**config.mk**
```make
export PLATFORM = sky130hd
export DESIGN_NAME = controle_multiciclo
export DESIGN_NICKNAME = d
export VERILOG_FILES = /design/src/rtl/controle_multiciclo.sv
export SDC_FILE = /design/constraint.sdc
export NUM_CORES = 1
export LEC_CHECK = 0
export ABC_AREA = 1
export BUFFER_PORTS_ARGS = -buffer_cell sky130_fd_sc_hd__buf_2
export CAP_MARGIN = 20
export CORE_ASPECT_RATIO = 2
export CORE_UTILIZATION = 50
export CTS_CLUSTER_SIZE = 14
export DETAILED_ROUTE_END_ITERATION = 6
export HOLD_SLACK_MARGIN = 0.08
export PLACE_DENSITY = 0.91
export SLEW_MARGIN = 20
export SYNTH_ARGS = -nofsm -noshare
export SYNTH_HDL_FRONTEND = slang
export SYNTH_SLANG_ARGS = --single-unit
```
**constraint.sdc**
```tcl
create_clock -name clk -period 3.55 [get_ports clk]
set_clock_uncertainty 0.1 [all_clocks]
set_input_delay 0.71 -clock clk [delete_from_list [all_inputs] [get_ports clk]]
set_output_delay 0.71 -clock clk [all_outputs]
set_load 0.01 [all_outputs]
```
**src/rtl/controle_multiciclo.sv**
```systemverilog
// controle_multiciclo: multicycle control FSM (IDLE/READ/EXEC/MEM/WB) for a LOAD/STORE/ADD/SUB datapath.
// Ports: clk, rst_n (sync, active low); instr/instr_valid/instr_ready handshake;
// done retire pulse; reg_we/reg_rw/reg_ra/reg_rb register-file controls;
// mem_we, sinal, sel_mux1, sel_mux2 datapath controls; const_c zero-extended
// immediate; retired count of completed instructions.
module controle_multiciclo #(
  parameter int DATA_W = 64,
  parameter int IMM_W  = 15
) (
  input  logic              clk,
  input  logic              rst_n,
  input  logic [31:0]       instr,
  input  logic              instr_valid,
  output logic              instr_ready,
  output logic              done,
  output logic              reg_we,
  output logic [4:0]        reg_rw,
  output logic [4:0]        reg_ra,
  output logic [4:0]        reg_rb,
  output logic              mem_we,
  output logic              sinal,
  output logic              sel_mux1,
  output logic              sel_mux2,
  output logic [DATA_W-1:0] const_c,
  output logic [31:0]       retired
);
  localparam logic [2:0] IDLE = 3'd0;
  localparam logic [2:0] READ = 3'd1;
  localparam logic [2:0] EXEC = 3'd2;
  localparam logic [2:0] MEM  = 3'd3;
  localparam logic [2:0] WB   = 3'd4;
  logic [2:0]  state, next;
  logic [31:0] ir;
  logic        alu, store;
  assign alu   = ir[31];
  assign store = ir[31:30] == 2'b01;
  always_comb
    next = state == IDLE ? (instr_valid ? READ : IDLE) :
           state == READ ? EXEC :
           state == EXEC ? (alu ? WB : MEM) :
           state == MEM  ? (store ? IDLE : WB) : IDLE;
  always_ff @(posedge clk)
    if (!rst_n) begin
      state   <= IDLE;
      ir      <= '0;
      retired <= '0;
    end else begin
      state <= next;
      if (state == IDLE && instr_valid) ir <= instr;
      if (done) retired <= retired + 32'd1;
    end
  assign instr_ready = state == IDLE;
  assign done        = state == WB || (state == MEM && store);
  assign reg_we      = state == WB && ir[29:25] != 5'd0;
  assign mem_we      = state == MEM && store;
  // ALU selections are set in EXEC and held through WB; memory ops keep them at 0
  assign sel_mux1    = alu && (state == EXEC || state == WB);
  assign sinal       = sel_mux1 && ir[30];
  assign sel_mux2    = state == WB && alu;
  assign reg_rw      = ir[29:25];
  assign reg_ra      = ir[24:20];
  assign reg_rb      = ir[19:15];
  assign const_c     = DATA_W'(ir[IMM_W-1:0]);
endmodule

```
======== Yosys cells after proc, flatten, opt, wreduce, memory -nomap -nowiden ========
Index checks and enable logic that the tools add are counted.
Widths: inputs -> output; s select.
storage, ports and cells
  register bits after elaboration ......... 67
  output and inout bits ................... 118
operators by class
  add/sub/neg operators ................... 1
  equal/unequal tests ..................... 5
  multiplexer cells ....................... 7
  reduce and logical (&&, ||, !) cells .... 10
operators with widths
  operator               count
  $add 32x1->32 const B  1
  $mux 3                 6
  $eq 3x2->1 const B     2
  $logic_and 1x1->1      6
  $reduce_bool 5->1      1
  $eq 3x1->1 const B     1
  $eq 3x3->1 const B     1
  $logic_not 3->1        1
  $eq 2x1->1 const B     1
  $logic_or 1x1->1       2
  $mux 1                 1

======== Logic depth before layout (Yosys ltp) ========
Gate-level depths: netlist of run 1.
  word-level depth ........................ 6
  gate-level depth with buffers ........... 11

======== Worst setup path after synthesis of run 1 ========
Ideal clock, no wire load.
  path type ............................... register -> output
  from .................................... register state[1]
  to ...................................... output sinal
  arrival time ............................ 1046 ps
  data required time ...................... 2740 ps
  path slack .............................. 1694 ps
  cell stages (with the launch flop) ...... 6
  path buffers ............................ 0
  path through ............................ dfxtp_1 inv_1 nor2_1 nand2_1 a21oi_1 and2_1
on the way
  longest elaborated chain between the ends .. 4
  elaborated cells on any way between the ends .. 5
RTL lines
  item                                             RTL line  RTL
  from (decl)                                      32        logic [2:0] state, next;
  from (signal assigned)                           48        state <= next;
  $eq 3x2->1 / $eq 3x3->1 (equally long branches)  57        assign sel_mux1 = alu && (state == EXEC || state == WB);
  $logic_or 1x1->1 *                               57
  $logic_and 1x1->1 *                              57
  named net sel_mux1                               22        output logic sel_mux1,
  $logic_and 1x1->1 *                              58        assign sinal = sel_mux1 && ir[30];
  to (decl)                                        21        output logic sinal,
Mark *: on every way through the listed nets, which the timed path passes. The rest lies on a longest branch.

======== Final worst setup path of run 1 ========
  from .................................... register state[0]
  to ...................................... output done
on the way
  longest elaborated chain between the ends .. 3
  elaborated cells on any way between the ends .. 4
RTL lines
  item                RTL line  RTL
  $eq 3x2->1          53        assign done = state == WB || (state == MEM && store);
  $logic_and 1x1->1   53
  $logic_or 1x1->1 *  53
  to (decl)           15        output logic done,
Mark *: on every way between the ends. The rest lies on a longest branch, timed or not.

==> summary.md, run 1 <==
| Metric | Value |
|---|---|
| Crit path max fanout | `22` |
| Syn Inst Count | `around 560` |
| Htree depth | `3` |
| Crit share post-route | `between 70% and 80%` |
| Filler cells | `approximately 690` |
| TritonCTS clock tree | `done` |
| Worst Path Buf+Inv | `1` |
| Clock sink count | `67` |
| Pwr Density | `approximately 440 nW/um^2` |
| Final setup viols | `0` |
| Yosys warning count | `0` |
| Register area | `between 1000 and 1500 sq um` |
| Multi-input gate area | `1719 sq um` |
| Die W | `63.50 microns` |
| DR vias/cell | `4.916` |
| Drt pass-1 iters | `4` |
| GRT Util Overall | `approximately 22%` |
| Hold Crit Class | `reg -> reg` |
| Slew Limit Headroom | `about half` |
| Arr. time, crit path | `1.85 ns` |
| Ports | `~150` |
| Vias in the first global route | `3274` |
| Die area | `7938 sq um` |
| CP peak stage delay | `roughly 0.57 ns` |
| Clk slew on worst S/H paths | `approximately 0.050 ns` |
| Crit path max-delay family | `simple AND/OR/NAND/NOR gates` |
| Initial antenna violation count | `0` |
| Fin. Hold Viols | `0` |
| Pwr Total | `between 1.5 and 2 mW` |
| CP dominant cell by count | `nand2_1` |
| Max Cap Viol | `0` |
| Final min period | `2.658 ns` |
| WL final | `8.734 mm` |
| Largest net degree at the start of global routing | `39` |
| CP startpoint kind | `flip-flop` |
| CP max-delay cell | `nand2_1` |
| Port Buffers | `approximately 100` |
| Unrepaired setup endpoints after global routing | `no` |
| Distinct cells, synth | `25` |
| Vias | `3569` |
| Die H | `between 100 and 150 microns` |
| CP Capture Type | `primary output` |
| Syn_area_per_cell | `6.706 sq um` |
| Routed wire per std cell | `about 12 microns` |
| Core Region | `around 7300 sq um` |
| Initial Utilization | `52.05%` |
| Final net count | `665` |
| Reg2reg start | `state[0]` |
| CTS resizes | `0` |
| CTS Hold Buffers Added | `0` |
| Root Buffer | `clkbuf_16` |
| Critical Path Source | `state[0]` |
| Final core utilization | `slightly below 60%` |
| Mapped cell area | `about 3800 sq um` |
| #FFs+latches synth | `67` |
| Register area share after synthesis | `between 30% and 40%` |
| Total CTS buffers | `9` |
| Number of routed nets with antenna violations | `0` |
| Peak supply drop | `300.8 uV` |
| Status | `finished, final reports clean` |
| Grt total ovfl | `0` |
| Worst Tran Pin Value | `0.7719 ns` |
| Core Rows | `between 40 and 50` |
| Fmax | `roughly 380 MHz` |
| CP cell instances | `nand2_1, nor2_1, nand2_1, nand2_1, buf_2` |
| Diode count | `0` |
| Final hold slack | `0.3577 ns` |
| Min-delay src | `ir[0]` |
| Final worst slack | `between 0.8 and 0.9 ns` |
| Area Overhead vs Synth | `10.88%` |
| Setup Total Neg Slack | `0 ns` |
| First-pass GRT wire length | `about 14 mm` |
| Gp weighted congestion | `~0.89` |
| Leakage power | `approximately 2 nW` |
| Skew-Pair Late Insertion Delay | `roughly 0.32 ns` |
| # Post-CTS Setup Buffers | `0` |
| Pre-CTS setup slack | `around 0.89 ns` |
| Remaining DRCs | `0` |
| Initial DRC Count | `237` |
| Max-slew violations | `0` |
| Fraction of layout cells with a size suffix above 1 | `a little over a fifth` |
| Post-DP HPWL | `about 6.6 mm` |
| Maximum root-to-sink buffer count | `2` |
| Critical setup path kind | `reg -> out` |
| CP required | `between 2 and 3 ns` |
| R2R Setup Slk | `approximately 1.3 ns` |
## power breakdown
part | leakage, nW | internal (mW) | switching [mW]
Clock | 0.135 | 0.508 | 0.308
Combinational | 1.31 | 0.0706 | 0.146
Sequential | 0.545 | 0.788 | 0.0201
## logic make-up (layout without fill, tap and decap cells)
| kind of cell | Yosys count | in the layout | share of synthesized area, % |
|---|---|---|---|
| flops | 67 | 67 | 35.46 |
| simple gates | 273 | 273 | 31.13 |
| fa+ha+maj | 1 | 1 | 0.3307 |
| buf+inv | 155 | 177 | 23.98 |
| compound gates | 67 | 67 | 8.998 |
| other cells | 1 | 49 | 0.09914 |
## cell usage in the layout (no fill, tap or decap), types with 2 or more instances in the layout
master      count
nor2_4          3
nand3_1        52
nor2_2          5
and2_1          2
conb_1         49
nor2_1         72
buf_2         103
clkbuf_8        2
dfxtp_1        67
o21ai_0        17
a21oi_1        47
clkinvlp_4      2
clkbuf_16       9
nand3_2         2
nor3_1          4
inv_1          51
clkinv_2        2
nand4_1        11
inv_2           6
nand2_1       119
## layout make-up
type	instances	share of cell area (%)
multi-input cells	390	40.99
clock inverters	4	0.5967
repair buffers	104	12.47
clock buffers	12	6.116
well taps	92	2.745
inverters	57	5.101
flip-flops and latches	67	31.98
## sequential cells by signal, indices dropped and copies added, names as in the netlist
| signal | cells |
|---|---|
| retired | 32 |
| state | 3 |
| ir | 32 |
## Yosys cell counts, drive strengths merged
cell type / n / share of area [%]
ha: 1 / 0.33
nor2: 80 / 8.8
and3: 1 / 0.17
o21ai: 18 / 2.4
a211oi: 1 / 0.20
dfxtp: 67 / 35
a21oi: 47 / 6.2
nand3: 54 / 7.4
nand4: 11 / 1.8
and2: 2 / 0.33
nor4: 1 / 0.17
clkbuf: 10 / 0.99
o21bai: 1 / 0.20
nor3: 4 / 0.53
nand2: 120 / 12
conb: 1 / 0.099
buf: 88 / 17
inv: 57 / 5.7
## path summary, 6_finish.rpt
path                      end  cells after the start
hold reg to reg         ir[0]                      2
setup / recovery         done                      5
setup reg to reg  retired[24]                      9
hold / removal          ir[0]                      2
## per-stage QoR
stage                     cells  cell area, sq um
after floorplan             612              3963
after global placement      710              3910
after detailed placement    710              3910
after CTS                   726              4192
after global routing        726              4194
final                       726              4194
## metal layers
| layer | GRT usage (%) | wire length, microns | vias to the layer above |
|---|---|---|---|
| li1 | - | - | 1793 |
| met1 | 22.06 | 3249 | 1617 |
| met2 | 41.74 | 4757 | 138 |
| met3 | 3.102 | 423 | 21 |
| met4 | 14.44 | 303 | 0 |
| met5 | 0 | 0 | - |
## worst reg2reg max path: cells and delay by family, from the launching register on
family	cells	cell delay, ns
AND/OR/NAND/NOR	9	1.60
flip-flops	1	0.41
Note: power is estimated with default switching activity, not from simulation.
==> run 2: changes to the inputs <==
--- a/config.mk
+++ b/config.mk
@@ -9,11 +9,11 @@
 export BUFFER_PORTS_ARGS = -buffer_cell sky130_fd_sc_hd__buf_2
 export CAP_MARGIN = 20
 export CORE_ASPECT_RATIO = 2
-export CORE_UTILIZATION = 50
+export CORE_UTILIZATION = 44
 export CTS_CLUSTER_SIZE = 14
 export DETAILED_ROUTE_END_ITERATION = 6
 export HOLD_SLACK_MARGIN = 0.08
-export PLACE_DENSITY = 0.91
+export PLACE_DENSITY = 0.86
 export SLEW_MARGIN = 20
 export SYNTH_ARGS = -nofsm -noshare
 export SYNTH_HDL_FRONTEND = slang
==> constraint.sdc (replaced) <==
create_clock -name clk -period 2.2 [get_ports clk]
set_clock_uncertainty 0.1 [all_clocks]
set_input_delay 0.44 -clock clk [delete_from_list [all_inputs] [get_ports clk]]
set_output_delay 0.44 -clock clk [all_outputs]
set_load 0.01 [all_outputs]
==> run 2 against run 1 <==
First-iteration DRC count fell by 20%. Clock-buffer cell count is 2 lower. Setup slack worse by 0.74 ns. Largest cell class unchanged. Largest power group unchanged.
==> summary.md, run 2 (synthesis gave the netlist of run 1 again) <==
| Metric | Value |
|---|---|
| Status | `finished, final reports clean (unchanged)` |
| CTS Hold Buffers Added | `0 (unchanged)` |
| Final std cell area, no fill | `4285 sq um (was 4194 sq um)` |
| Gp weighted congestion | `0.8774 (was 0.8875)` |
| Grt total ovfl | `0 (unchanged)` |
| Routed wire per std cell | `11.81 microns (was 12.03 microns)` |
| Worst Tran Pin Value | `0.6400 ns (was 0.7719 ns)` |
| # Post-CTS Setup Buffers | `0 (unchanged)` |
| Die area | `8994 sq um (was 7938 sq um)` |
| Final setup viols | `0 (unchanged)` |
| Pwr Density | `747.1 nW/um^2 (was 438.9 nW/um^2)` |
| CP cell instances | `nor2_1, inv_2, nor2_2, buf_4, buf_2 (was nand2_1, nor2_1, nand2_1, nand2_1, buf_2)` |
| Dpl cell area | `3955 sq um (was 3910 sq um)` |
| Top Registers | `ir: 32 flops, retired: 32 flops, state: 3 flops (unchanged)` |
| Fraction of layout cells with a size suffix above 1 | `22.22% (was 21.45%)` |
| DR vias/cell | `4.771 (was 4.916)` |
| Peak supply drop | `475.2 uV (was 300.8 uV)` |
| Maximum root-to-sink buffer count | `2 (unchanged)` |
| Final net count | `670 (was 665)` |
| Core Region | `8292 sq um (was 7267 sq um)` |
| CP Capture Type | `primary output (unchanged)` |
| First-pass GRT wire length | `13.68 mm (was 14.17 mm)` |
| Post-DP HPWL | `6.666 mm (was 6.646 mm)` |
| Fin. Hold Viols | `0 (unchanged)` |
| Largest net degree at the start of global routing | `38 (was 39)` |
| Routing usage on met1 | `18.72% (was 22.06%)` |
| Drt pass-1 iters | `4 (unchanged)` |
| Hold Crit Class | `in -> reg (was reg -> reg)` |
| Remaining DRCs | `0 (unchanged)` |
| CP max-delay cell | `dfxtp_1 (was nand2_1)` |
| Gr busiest metal | `met2 (unchanged)` |
| Setup Total Neg Slack | `0 ns (unchanged)` |
| Vias | `3516 (was 3569)` |
| Critical setup path kind | `reg -> out (unchanged)` |
| GR Util met2 | `38.01% (was 41.74%)` |
| Max-slew violations | `0 (unchanged)` |
| TritonCTS clock tree | `done (unchanged)` |
| Critical Path Source | `state[2] (was state[0])` |
| CP required | `1.66 ns (was 2.74 ns)` |
| Area Overhead vs Synth | `13.30% (was 10.88%)` |
| Final min period | `roughly 2 ns` |
| Total CTS buffers | `9 (unchanged)` |
| Unrepaired setup endpoints after global routing | `no (unchanged)` |
| Die H | `133.1 microns (was 125 microns)` |
| Vias in the first global route | `3159 (was 3274)` |
| Ports | `153 (unchanged)` |
| Reg2Reg Depth | `8 (was 9)` |
| Initial DRC Count | `190 (was 237)` |
| Max Cap Viol | `0 (unchanged)` |
| Core Rows | `47 (was 44)` |
| Initial Utilization | `45.62% (was 52.05%)` |
| Skew-Pair Late Insertion Delay | `0.33 ns (was 0.32 ns)` |
| CP startpoint kind | `flip-flop (unchanged)` |
| Reg2reg start | `retired[0] (was state[0])` |
| Crit path to | `instr_ready (was done)` |
| Filler cells | `855 (was 687)` |
| Leakage power | `2.035 nW (was 1.991 nW)` |
| CTS resizes | `0 (unchanged)` |
| GR Util met3 | `3.682% (was 3.102%)` |
| Worst R2R End | `retired[28] (was retired[24])` |
| Port Buffers | `103 (unchanged)` |
| Arr. time, crit path | `1.51 ns (was 1.85 ns)` |
| Most frequent cells in the layout | `119 x nand2_1, 103 x buf_2, 72 x nor2_1 (unchanged)` |
| Die W | `67.56 microns (was 63.50 microns)` |
| Diode count | `0 (unchanged)` |
| Htree depth | `3 (unchanged)` |
| WL final | `8.702 mm (was 8.734 mm)` |
| R2R Setup Slk | `0.47 ns (was 1.32 ns)` |
| Initial antenna violation count | `0 (unchanged)` |
| Crit share post-route | `92.96%` |
| CP peak stage delay | `0.35 ns (was 0.57 ns)` |
| Slew Limit Headroom | `57.27% (was 48.42%)` |
| Clock sink count | `67 (unchanged)` |
| Number of routed nets with antenna violations | `0 (unchanged)` |
| Fmax | `between 400 and 500 MHz` |
| Leading cell type in the layout, fill and taps excluded | `nand2_1 (unchanged)` |
| Crit path max fanout | `29 (was 22)` |
| GRT Util Overall | `20.15% (was 22.36%)` |
| Root Buffer | `clkbuf_16 (unchanged)` |
| Clk slew on worst S/H paths | `0.06 ns (was 0.05 ns)` |
==> run 2: cell types whose count changed in the layout (fill, tap and decap cells not counted) <==
cell and delta:
clkbuf_1 -1, clkinv_4 +1, buf_4 +5, clkinv_2 -1, clkbuf_8 -1, bufinv_16 +2
==> run 2: layout make-up <==
class / count / area, sq um / area share, %
clock buffer: 10 / 239.0 / 5.577
timing repair buffer: 109 / 560.5 / 13.08
sequential: 67 / 1341 / 31.30
clock inverter: 6 / 88.84 / 2.073
inverter: 57 / 214.0 / 4.993
tap: 98 / 122.6 / 2.861
multi-input combinational: 390 / 1719 / 40.12
==> run 2: worst min path at each step <==
stage	start	endpoint	slack (ns)	depth (start not counted)
2_1_floorplan	ir[0]	ir[0]	0.34	2
3_3_place_gp	ir[10]	ir[10]	0.34	2
3_5_place_dp	ir[8]	ir[8]	0.35	2
4_1_cts	instr[22]	ir[22]	0.27	3
5_1_grt	instr[12]	ir[12]	0.28	3
6_report	instr[22]	ir[22]	0.28	3
==> run 2: metrics by stage <==
| stage | hold WS [ns] | instances | worst slack [ns] | utilization [%] | total power, mW |
|---|---|---|---|---|---|
| final | 0.2769 | 737 | 0.1549 | 51.68 | 3.202 |
| after floorplan | 0.3399 | 612 | 0.6121 | - | 1.693 |
| after CTS | 0.2670 | 737 | 0.05271 | 51.65 | 3.238 |
| after global placement | 0.3440 | 721 | 0.4178 | 47.70 | 1.681 |
| after global routing | 0.2780 | 737 | 0.06023 | 51.68 | 3.355 |
| after detailed placement | 0.3500 | 721 | 0.3996 | 47.70 | 1.687 |
==> run 2: report_power, final <==
group	switching (mW)	internal, mW	total [mW]
Clock	0.523	1.02	1.54
Sequential	0.0306	1.27	1.30
Combinational	0.234	0.122	0.356
==> run 2: worst max-delay path, delay by kind of cell (launching register included) <==
kind	cells	cell delay [ns]
DFF	1	0.35
buffers and inverters	3	0.55
and+or+nand+nor	2	0.29
==> run 2: per-layer routing <==
metal  wire length [microns]  up-vias
met5                       0        -
met4                     235        0
met3                     500       18
met2                    4896      129
met1                    3069     1572
li1                        -     1797
